File: src/rtl/mem_access_sequencer_if.sv
// CPU-side request/response bundle for mem_access_sequencer.
// The CPU drives requests through the master modport; the sequencer answers through the slave modport.
interface mem_access_sequencer_if;
  logic        req_valid;
  logic        req_ready;
  logic        req_write;
  logic [1:0]  req_size;
  logic        req_unsigned;
  logic [31:0] req_addr;
  logic [31:0] req_wdata;
  logic        rsp_valid;
  logic [31:0] rsp_rdata;
  logic        rsp_err;

  modport master (
    output req_valid, req_write, req_size, req_unsigned, req_addr, req_wdata,
    input  req_ready, rsp_valid, rsp_rdata, rsp_err
  );

  modport slave (
    input  req_valid, req_write, req_size, req_unsigned, req_addr, req_wdata,
    output req_ready, rsp_valid, rsp_rdata, rsp_err
  );
endinterface

File: src/rtl/mem_access_sequencer.sv
// Sequences one CPU load/store at a time onto a single-cycle Memory port.
// Define MEM_ACCESS_MISALIGN_SPLIT_EN to split misaligned accesses into byte accesses; otherwise they are rejected.
module mem_access_sequencer (
  input  logic                         clk,
  input  logic                         rst,
  mem_access_sequencer_if.slave        cpu,
  output logic [31:0]                  address,
  output logic [31:0]                  data,
  output logic [2:0]                   writeMode,
  output logic [2:0]                   readMode,
  output logic                         unsignedLoad,
  input  logic [31:0]                  dataOutput
);

  localparam logic [2:0] MODE_NONE     = 3'd0;
  localparam logic [2:0] MODE_BYTE     = 3'd1;
  localparam logic [2:0] MODE_HALFWORD = 3'd2;
  localparam logic [2:0] MODE_WORD     = 3'd3;

  localparam logic [1:0] IDLE   = 2'd0;
  localparam logic [1:0] ACCESS = 2'd1;
`ifdef MEM_ACCESS_MISALIGN_SPLIT_EN
  localparam logic [1:0] SPLIT  = 2'd2;
`endif
  localparam logic [1:0] RESP   = 2'd3;

  logic [1:0]  state;
  logic        isWrite;
  logic [1:0]  sizeR;
  logic        isUnsigned;
  logic [31:0] addrR;
  logic [31:0] wdataR;
  logic [31:0] rdataR;
  logic        errR;
  logic        misaligned;
  logic        rejectReq;

  function automatic logic [2:0] sizeToMode(input logic [1:0] size);
    case (size)
      2'd0:    return MODE_BYTE;
      2'd1:    return MODE_HALFWORD;
      2'd2:    return MODE_WORD;
      default: return MODE_NONE;
    endcase
  endfunction

  assign misaligned = (cpu.req_size == 2'd1 && cpu.req_addr[0]) ||
                      (cpu.req_size == 2'd2 && cpu.req_addr[1:0] != 2'b00);

`ifdef MEM_ACCESS_MISALIGN_SPLIT_EN
  assign rejectReq = (cpu.req_size == 2'd3);

  logic [1:0]  byteIdx;
  logic [31:0] accR;
  logic [31:0] splitAcc;
  logic [31:0] splitResult;
  logic        splitLast;

  // NOTE: every always_comb output gets a default first so no path can infer a latch.
  always_comb begin
    splitAcc = accR;
    splitAcc[{byteIdx, 3'b000} +: 8] = dataOutput[7:0];
    splitLast = (byteIdx == ((sizeR == 2'd1) ? 2'd1 : 2'd3));
    if (isWrite)
      splitResult = 32'd0;
    else if (sizeR == 2'd1 && !isUnsigned)
      splitResult = {{16{splitAcc[15]}}, splitAcc[15:0]};
    else
      splitResult = splitAcc;
  end
`else
  assign rejectReq = (cpu.req_size == 2'd3) || misaligned;
`endif

  // NOTE: state registers use non-blocking assignments so every flop samples pre-edge values.
  always_ff @(posedge clk or posedge rst) begin
    if (rst) begin
      state      <= IDLE;
      isWrite    <= 1'b0;
      sizeR      <= 2'd0;
      isUnsigned <= 1'b0;
      addrR      <= 32'd0;
      wdataR     <= 32'd0;
      rdataR     <= 32'd0;
      errR       <= 1'b0;
`ifdef MEM_ACCESS_MISALIGN_SPLIT_EN
      byteIdx    <= 2'd0;
      accR       <= 32'd0;
`endif
    end else begin
      case (state)
        IDLE: begin
          if (cpu.req_valid) begin
            isWrite    <= cpu.req_write;
            sizeR      <= cpu.req_size;
            isUnsigned <= cpu.req_unsigned;
            addrR      <= cpu.req_addr;
            wdataR     <= cpu.req_wdata;
            errR       <= rejectReq;
            if (rejectReq) begin
              rdataR <= 32'd0;
              state  <= RESP;
`ifdef MEM_ACCESS_MISALIGN_SPLIT_EN
            end else if (misaligned) begin
              byteIdx <= 2'd0;
              accR    <= 32'd0;
              state   <= SPLIT;
`endif
            end else begin
              state <= ACCESS;
            end
          end
        end
        ACCESS: begin
          rdataR <= isWrite ? 32'd0 : dataOutput;
          state  <= RESP;
        end
`ifdef MEM_ACCESS_MISALIGN_SPLIT_EN
        SPLIT: begin
          accR    <= splitAcc;
          byteIdx <= byteIdx + 2'd1;
          if (splitLast) begin
            rdataR <= splitResult;
            state  <= RESP;
          end
        end
`endif
        default: state <= IDLE;
      endcase
    end
  end

  assign cpu.req_ready = (state == IDLE);
  assign cpu.rsp_valid = (state == RESP);
  assign cpu.rsp_err   = errR && (state == RESP);
  assign cpu.rsp_rdata = rdataR;

  always_comb begin
    address      = 32'd0;
    data         = 32'd0;
    writeMode    = MODE_NONE;
    readMode     = MODE_NONE;
    unsignedLoad = 1'b0;
    if (state == ACCESS) begin
      address = addrR;
      if (isWrite) begin
        writeMode = sizeToMode(sizeR);
        data      = wdataR;
      end else begin
        readMode     = sizeToMode(sizeR);
        unsignedLoad = isUnsigned;
      end
    end
`ifdef MEM_ACCESS_MISALIGN_SPLIT_EN
    if (state == SPLIT) begin
      // Byte k of the request lives at addrR+k; the sum wraps naturally at 2^32.
      address = addrR + {30'd0, byteIdx};
      if (isWrite) begin
        writeMode = MODE_BYTE;
        data      = {24'd0, wdataR[{byteIdx, 3'b000} +: 8]};
      end else begin
        readMode     = MODE_BYTE;
        unsignedLoad = 1'b1;
      end
    end
`endif
  end

endmodule

File: src/flat_wrapper.sv
// flat-port wrapper written by rule: the top's interface ports become plain ports
module mem_access_sequencer_flat 
  (clk, rst, address, data, writeMode, readMode, unsignedLoad, dataOutput, cpu_req_valid, cpu_req_write, cpu_req_size, cpu_req_unsigned, cpu_req_addr, cpu_req_wdata, cpu_req_ready, cpu_rsp_valid, cpu_rsp_rdata, cpu_rsp_err);
  mem_access_sequencer_if cpu_i ();
  input  logic clk;
  input  logic rst;
  output logic [31:0] address;
  output logic [31:0] data;
  output logic [2:0] writeMode;
  output logic [2:0] readMode;
  output logic unsignedLoad;
  input  logic [31:0] dataOutput;
  input wire logic [$bits(cpu_i.req_valid)-1:0] cpu_req_valid;
  input wire logic [$bits(cpu_i.req_write)-1:0] cpu_req_write;
  input wire logic [$bits(cpu_i.req_size)-1:0] cpu_req_size;
  input wire logic [$bits(cpu_i.req_unsigned)-1:0] cpu_req_unsigned;
  input wire logic [$bits(cpu_i.req_addr)-1:0] cpu_req_addr;
  input wire logic [$bits(cpu_i.req_wdata)-1:0] cpu_req_wdata;
  output wire logic [$bits(cpu_i.req_ready)-1:0] cpu_req_ready;
  output wire logic [$bits(cpu_i.rsp_valid)-1:0] cpu_rsp_valid;
  output wire logic [$bits(cpu_i.rsp_rdata)-1:0] cpu_rsp_rdata;
  output wire logic [$bits(cpu_i.rsp_err)-1:0] cpu_rsp_err;
  assign cpu_i.req_valid = cpu_req_valid;
  assign cpu_i.req_write = cpu_req_write;
  assign cpu_i.req_size = cpu_req_size;
  assign cpu_i.req_unsigned = cpu_req_unsigned;
  assign cpu_i.req_addr = cpu_req_addr;
  assign cpu_i.req_wdata = cpu_req_wdata;
  assign cpu_req_ready = cpu_i.req_ready;
  assign cpu_rsp_valid = cpu_i.rsp_valid;
  assign cpu_rsp_rdata = cpu_i.rsp_rdata;
  assign cpu_rsp_err = cpu_i.rsp_err;
  mem_access_sequencer u_core (.clk(clk), .rst(rst), .cpu(cpu_i), .address(address), .data(data), .writeMode(writeMode), .readMode(readMode), .unsignedLoad(unsignedLoad), .dataOutput(dataOutput));
endmodule
File: config.mk
export PLATFORM = sky130hd
export DESIGN_NAME = mem_access_sequencer_flat
export DESIGN_NICKNAME = d
export VERILOG_FILES = /design/src/rtl/mem_access_sequencer_if.sv /design/src/rtl/mem_access_sequencer.sv /design/src/flat_wrapper.sv
export SDC_FILE = /design/constraint.sdc
export NUM_CORES = 1
export LEC_CHECK = 0
export CORE_UTILIZATION = 40
export DETAILED_ROUTE_END_ITERATION = 7
export MAX_ROUTING_LAYER = met4
export PLACE_DENSITY = 0.74
export SYNTH_ARGS = -nofsm -noshare
export SYNTH_HDL_FRONTEND = slang
export SYNTH_SLANG_ARGS = --single-unit
File: constraint.sdc
create_clock -name clk -period 6.1 [get_ports clk]
set_input_delay 1.22 -clock clk [delete_from_list [all_inputs] [get_ports clk]]
set_output_delay 1.22 -clock clk [all_outputs]
set_load 0.05 [all_outputs]
### After elaboration in Yosys (flattened, before gate mapping)

Index checks and enable logic that the tools add are counted.

* reduce and logical (&&, ||, !) cells: 11
* multiplexer cells: 17
* equality and inequality tests: 9

Operators with widths (number)
* 2-to-1 mux 32 bit: 6
* case mux 32 bit (2 select lines): 1
* 2-to-1 mux 3 bit: 4
* == test 2 bit (second input constant): 4
* == test 2 x 1 -> 1 bit (second input constant): 3
* case mux 2 bit (3 select lines): 1
* zero test 2 bit: 2
* 2-to-1 mux 2 bit: 2
* case mux 2 bit (2 select lines): 1
* nonzero test 2 bit: 2
* logical AND 1 bit: 3
* AND reduction 3 bit: 1
* logical OR 1 bit: 2
* 2-to-1 mux 1 bit: 2
* != test 2 x 1 -> 1 bit (second input constant): 1
* != test 2 bit (second input constant): 1
* AND reduction 2 bit: 1

* flip-flop bits (word level): 103
* word-level logic and storage cells: 45
* output and inout port bits: 106

### Longest topological paths before layout

Gate-level depths: netlist (run 1).

* depth in word-level cells: 7
* depth in mapped cells: 6

### Worst setup path after synthesis (run 1)

No wires, ideal clock.

* path kind: reg2out
* start: register u_core.state[1]
* end: output port readMode[1]
* slack: 2.879 ns
* stages on the path, launching flop included: 5
* data required time: 4.880 ns
* arrival: 2.001 ns
* cell sequence: dfrtp_1 nand2b_1 buf_2 clkbuf_1 nor3_1

* word-level cells in the longest chain between the ends: 2

RTL lines
* start, declared: line mem_access_sequencer.sv:27 `logic [1:0] state;`
* start signal, assigned: line mem_access_sequencer.sv:78 `state <= IDLE;`
* start signal, assigned: line mem_access_sequencer.sv:102 `state <= RESP;`
* start signal, assigned: line mem_access_sequencer.sv:110 `state <= ACCESS;`
* == test 2 x 1 -> 1 bit: line mem_access_sequencer.sv:144 `if (state == ACCESS) begin`
* 2-to-1 mux 3 bit: line mem_access_sequencer.sv:144
* end, declared: line flat_wrapper.sv:10 `output logic [2:0] readMode;`

Every way passes these cells.

### Worst setup path after layout (run 1)

* start: register u_core.state[0]
* end: output port writeMode[1]

* word-level cells in the longest chain between the ends: 2

RTL lines
* == test 2 x 1 -> 1 bit: line mem_access_sequencer.sv:144
* 2-to-1 mux 3 bit: line mem_access_sequencer.sv:144
* end, declared: line flat_wrapper.sv:9 `output logic [2:0] writeMode;`

Every way passes these cells.

==> results.md, run 1 <==
- Status: finished, final reports clean
- Pin count of the biggest net entering global routing: 70
- Site Rows: 38
- Crit end category: output pin
- DRT Pass-1 Iters: 4
- Port Buf Inserts: 206
- WL final: 12.2 mm
- Die Width: 109 um
- Gr usage total: 0.208
- Final hold violations: 0
- Critical path depth: 4
- Psw: 0.00200 W
- Reg-to-reg slack, setup: 4.09 ns
- Die Y: 109 um
- Post-route DRC: 0
- DRT iter0 DRCs: 185
- Seq/Total Area, Yosys: 0.558
- Setup ws final: 1.95 ns
- #FFs+latches synth: 103
- Synthesized area: 4620 um2
- GPL Wtd Cong: 0.745
- Wire length per cell: 16.9 um
- Postcts setup bufs: 0
- Slowest stage delay, CP: 0.96 ns
- DP Wirelength: 8.39 mm
- Internal Power: 0.00229 W
- Hold path cells: 1
- Top cell family by delay on the critical path: simple AND/OR/NAND/NOR gates
- Setup_tns: 0 ns
- Final period utilization: 0.680
- Reg2Reg Depth: 3
- Buf+Inv Stages, Crit Path: 1
- Core Box Area: 11000 um2
- Async set-reset flop share out of synthesis: 1.00
- Worst path required time: 4.88 ns
- Setup crit start kind: flip-flop
- Actual slew at the worst max-slew pin: 1.19 ns
- Max Root-Sink Buffers: 2
- Main synth FF type: dfrtp_1
- Syn_area_per_cell: 11.9 um2
- Worst hold path type: flip-flop to flip-flop
- Final ANT Viol Nets: 0
- Layout cells sized above 1: 0.164
- Power share of the clock group: 0.128
- Grt total ovfl: 0
- Post-CTS Hold Fix Bufs: 0
- Static Leak: 2.97 nW
- Global-route wire length before repair: 18.5 mm
- Post-place setup slack: 2.28 ns
- Clock Skews: 0.00697 ns
- Vias in the first global route: 3638
- Max_cap viols: 0
- Initial antenna violation count: 0
- CTS tree: done
- Layout Area Growth over Synthesis: 52.0%
- Number of fill cells: 893
- Post-synth EDFFs: 0
- Total Power: 0.00429 W
- Sw Share: 0.467
- Register Area: 2580 um2
- # clock sinks: 103
- Cell Chain, Critical Path: nor2b_4 > nand2_1 > nor2_1 > clkdlybuf4s50_1
- Peak VDD IR: 0.000319 V
- Worst rel slew slack: 0.208
- Commonest cells in the netlist: dfrtp_1, mux2_2, and2_1
- CTS HTree Levels: 3
- Count of pins over their slew limit: 0
- Peak Freq: 241 MHz
- Crit path time final: 4.15 ns
- Synth area leaders: dfrtp_1, mux2_2, a22oi_1, and2_1, and3_1
- Nets: 679
- RSZ-0062 raised after global routing: no
- Slowest-stage cell, CP: nor2b_4
- Root cell of the clock tree: clkbuf_16
- Crit path arrival time: 2.93 ns
- Yosys top cell area share: 0.558
- Via/cell ratio: 5.02
- Pwr per Cell Area: 611 nW/um2
- Worst-path clk slew: 0.07 ns
- Most frequent cell after synthesis: dfrtp_1
- Sequential group share of total power: 0.293
- Full die area: 12000 um2
- Yosys cell types: 27
- Area of the multi-input gates: 1880 um2
- Comb pwr share: 0.579
- Critical path type: flip-flop to output pin
- Gates resized, CTS repair: 0
- Antenna Cells: 0
- Yosys Warn Count: 0
- Setup violators final: 0
- Yosys top cell by area: dfrtp_1
- Post-Syn Instances: 388
- Vias after detailed routing: 3611
- Clk_lat worst skew: 0.33 ns
- CP Max Fanout: 66
- I/O pin cnt: 209
- Initial Util: 0.418
- TritonCTS buffer count: 9
[area by class of cell]
cell class | count | share of cell area
flip-flops and latches | 103 | 0.367
repair buffers | 210 | 0.298
multi-input cells | 250 | 0.268
clock buffers | 11 | 0.0360
well taps | 140 | 0.0250
clock inverters | 4 | 0.00428
inverters | 2 | 0.00143
[layer usage]
metal	routed length [um]	global-route usage	up-vias
met5	0	-	-
met2	6030	0.337	126
met3	664	0.0308	9
li1	-	-	1724
met1	5350	0.274	1752
met4	115	0.0524	0
[power groups by stage]
| stage | registers (W) | clock network (W) | logic [W] |
|---|---|---|---|
| 2_1_floorplan | 0.00151 | 0 | 0.00146 |
| 3_3_place_gp | 0.00125 | 0 | 0.00247 |
| 3_5_place_dp | 0.00127 | 0 | 0.00250 |
| 4_1_cts | 0.00126 | 0.000556 | 0.00251 |
| 5_1_grt | 0.00130 | 0.000588 | 0.00263 |
| 6_report | 0.00126 | 0.000547 | 0.00249 |
[sequential cells by signal, indices dropped and copies added, names as in the netlist]
register	flops
u_core.isWrite	1
u_core.wdataR	32
u_core.sizeR	2
u_core.addrR	32
u_core.state	2
u_core.cpu.rsp_rdata	32
u_core.errR	1
u_core.isUnsigned	1
[path summary, 6_finish.rpt]
check | start | end
min reg2reg | u_core.wdataR[15] | u_core.wdataR[15]
max reg2reg | u_core.state[1] | u_core.addrR[28]
min in group asynchronous | rst | u_core.cpu.rsp_rdata[31]
max | u_core.state[0] | writeMode[1]
max in group asynchronous | rst | u_core.sizeR[0]
min | u_core.wdataR[15] | u_core.wdataR[15]
[kinds of logic after synthesis]
| kind of cell | Yosys count | share of synthesized area |
|---|---|---|
| AOI/OAI and AO/OA | 67 | 0.0911 |
| xor gates and xnor gates | 1 | 0.00190 |
| buffers and inverters | 36 | 0.0393 |
| DFF | 103 | 0.558 |
| muxes | 69 | 0.176 |
| other | 1 | 0.000812 |
| and+or+nand+nor | 111 | 0.132 |
[stage by stage]
| stage | utilization | hold slack [ns] | instances | area, um2 |
|---|---|---|---|---|
| 6_report | 0.636 | 0.499 | 720 | 7020 |
| 3_5_place_dp | 0.611 | 0.483 | 705 | 6740 |
| 3_3_place_gp | 0.611 | 0.480 | 705 | 6740 |
| 5_1_grt | 0.636 | 0.514 | 720 | 7020 |
| 4_1_cts | 0.636 | 0.502 | 720 | 7020 |
| 2_1_floorplan | - | 0.472 | 389 | 4620 |
[cell usage in the layout, fill, tap and decap left out, types with 2 or more instances in the layout]
master,n
clkbuf_16,9
clkdlybuf4s50_1,206
mux2_4,10
buf_4,4
and3_1,33
dfrtp_1,103
and2_1,34
mux2_2,59
nor2_2,2
nor2_1,2
clkbuf_8,2
nand2_1,33
conb_1,2
nor3_1,3
o21ai_0,32
a22oi_1,32
Note: power is estimated with default switching activity, not from simulation.
==> run 2, diff against run 1 <==
--- a/config.mk
+++ b/config.mk
@@ -5,10 +5,10 @@
 export SDC_FILE = /design/constraint.sdc
 export NUM_CORES = 1
 export LEC_CHECK = 0
-export CORE_UTILIZATION = 40
+export CORE_UTILIZATION = 38
 export DETAILED_ROUTE_END_ITERATION = 7
 export MAX_ROUTING_LAYER = met4
-export PLACE_DENSITY = 0.74
+export PLACE_DENSITY = 0.73
 export SYNTH_ARGS = -nofsm -noshare
 export SYNTH_HDL_FRONTEND = slang
 export SYNTH_SLANG_ARGS = --single-unit
==> constraint.sdc (replaced) <==
create_clock -name clk -period 3.35 [get_ports clk]
set_input_delay 0.67 -clock clk [delete_from_list [all_inputs] [get_ports clk]]
set_output_delay 0.67 -clock clk [all_outputs]
set_load 0.05 [all_outputs]
==> results.md, run 2 (synthesis gave the netlist of run 1 again) <==
- Global-route wire length before repair: 19.9 mm
- CTS tree: done
- Die Y: 112 um
- DRT iter0 DRCs: 253
- Worst-path clk slew: 0.07 ns
- Final period utilization: 0.868
- Crit end category: output pin
- Final hold violations: 0
- GPL Wtd Cong: 0.749
- Actual slew at the worst max-slew pin: 0.558 ns
- Port Buf Inserts: 206
- Die Width: 112 um
- Vias in the first global route: 3825
- Setup crit start kind: flip-flop
- Wire length per cell: 16.9 um
- Postcts setup bufs: 0
- CTS HTree Levels: 3
- Nets: 684
- Critical path type: flip-flop to output pin
- Commonest cells after routing, fill and taps aside: clkdlybuf4s50_1, dfrtp_1, buf_4
- Initial antenna violation count: 0
- DRT Pass-1 Iters: 7
- RSZ-0062 raised after global routing: no
- WL final: 12.3 mm
- Pwr per Cell Area: 1150 nW/um2
- Via/cell ratio: 5.06
- Post-CTS Hold Fix Bufs: 0
- Peak Freq: 344 MHz
- I/O pin cnt: 209
- Worst rel slew slack: 0.627
- Setup_tns: 0 ns
- Layout cells sized above 1: 0.270
- Root cell of the clock tree: clkbuf_16
- Post-route DRC: 15
- DP Wirelength: 8.52 mm
- Cell Chain, Critical Path: nor2b_4 > and2_1 > clkdlybuf4s50_1
- Initial Util: 0.397
- Clock Skews: 0.00327 ns
- Vias after detailed routing: 3692
- Static Leak: 3.15 nW
- Max Root-Sink Buffers: 2
- Slowest stage delay, CP: 0.81 ns
- Final ANT Viol Nets: 0
- Number of fill cells: 958
- Worst path required time: 2.68 ns
- Violated checks: DRC
- Peak VDD IR: 0.000497 V
- Site Rows: 39
- Slowest-stage cell, CP: clkdlybuf4s50_1
- Core Box Area: 11600 um2
- Crit path time final: 2.91 ns
- TritonCTS buffer count: 9
- Grt total ovfl: 0
- CP Max Fanout: 21
- Layout Area Growth over Synthesis: 52.4%
- Setup violators final: 0
- Count of pins over their slew limit: 0
- Pin count of the biggest net entering global routing: 104
- Antenna Cells: 0
- Commonest non-fill, non-tap cell in the layout: clkdlybuf4s50_1
- # clock sinks: 103
- Full die area: 12600 um2
- Max_cap viols: 0
- Gates resized, CTS repair: 0
- Status: complete, but fails checks
- Crit path arrival time: 2.24 ns
- Worst hold path type: flip-flop to flip-flop
- Worst hold slack: 0.498 ns
- Gr usage total: 0.208
- Clk_lat worst skew: 0.34 ns
run 2: cell count changes in the layout (fill, tap and decap cells not counted), sizes merged:
cell and delta:
buf +62, clkdlybuf4s50 -57, bufinv +4, clkbuf -2
inv -2, clkinv +1
run 2: final timing paths:
kind	startpoint	endpoint	slack, ns	cells past startpoint
max in group asynchronous	rst	u_core.addrR[15]	2.09	3
worst max-delay path	u_core.state[0]	address[14]	0.44	3
worst max register to register	u_core.state[1]	u_core.addrR[19]	1.44	4
min in group asynchronous	rst	u_core.addrR[5]	0.86	3
worst min-delay path	u_core.wdataR[22]	u_core.wdataR[22]	0.50	1
worst min register to register	u_core.wdataR[22]	u_core.wdataR[22]	0.50	1
run 2: where the power goes:
part	switching, W	leakage, nW	internal [W]
Sequential	0.000386	1.24	0.00187
Clock	0.000447	0.179	0.000802
Combinational	0.00284	1.73	0.00172
run 2: layout make-up:
type | instances | area (um2) | share of cell area
sequential | 103 | 2580 | 0.366
timing repair buffer | 215 | 2020 | 0.288
inverter | 2 | 11.3 | 0.00160
clock inverter | 7 | 135 | 0.0192
tap | 143 | 179 | 0.0254
clock buffer | 9 | 225 | 0.0320
multi-input combinational | 250 | 1880 | 0.267
run 2: worst max-delay path, delay by kind of cell, from the launching register on:
family                 cells  cell delay, ns
buffers and inverters      1            0.81
and+or+nand+nor            2            0.63
DFF                        1            0.46
run 2: metrics by stage:
stage	power [W]	instances	worst slack (ns)	util	cell area, um2
global placement	0.00675	713	0.838	0.575	6670
finish	0.00805	729	0.441	0.606	7030
global route	0.00849	729	0.301	0.606	7030
detailed placement	0.00686	713	0.767	0.575	6670
floorplan	0.00541	389	0.679	-	4620
CTS	0.00814	729	0.378	0.606	7030
run 2: layer usage:
layer / global-route usage / up-vias / wire length (um)
met5: - / - / 0
met4: 0.0933 / 0 / 289
met3: 0.0518 / 21 / 943
met2: 0.321 / 137 / 5920
met1: 0.260 / 1800 / 5170
li1: - / 1734 / -
==> run 3, diff against run 2 <==
--- a/config.mk
+++ b/config.mk
@@ -9,6 +9,7 @@
 export DETAILED_ROUTE_END_ITERATION = 7
 export MAX_ROUTING_LAYER = met4
 export PLACE_DENSITY = 0.73
+export SLEW_MARGIN = 5
 export SYNTH_ARGS = -nofsm -noshare
 export SYNTH_HDL_FRONTEND = slang
 export SYNTH_SLANG_ARGS = --single-unit
==> results of run 3 <==
The final DEF is identical to that of run 2; final timing and power are the same.
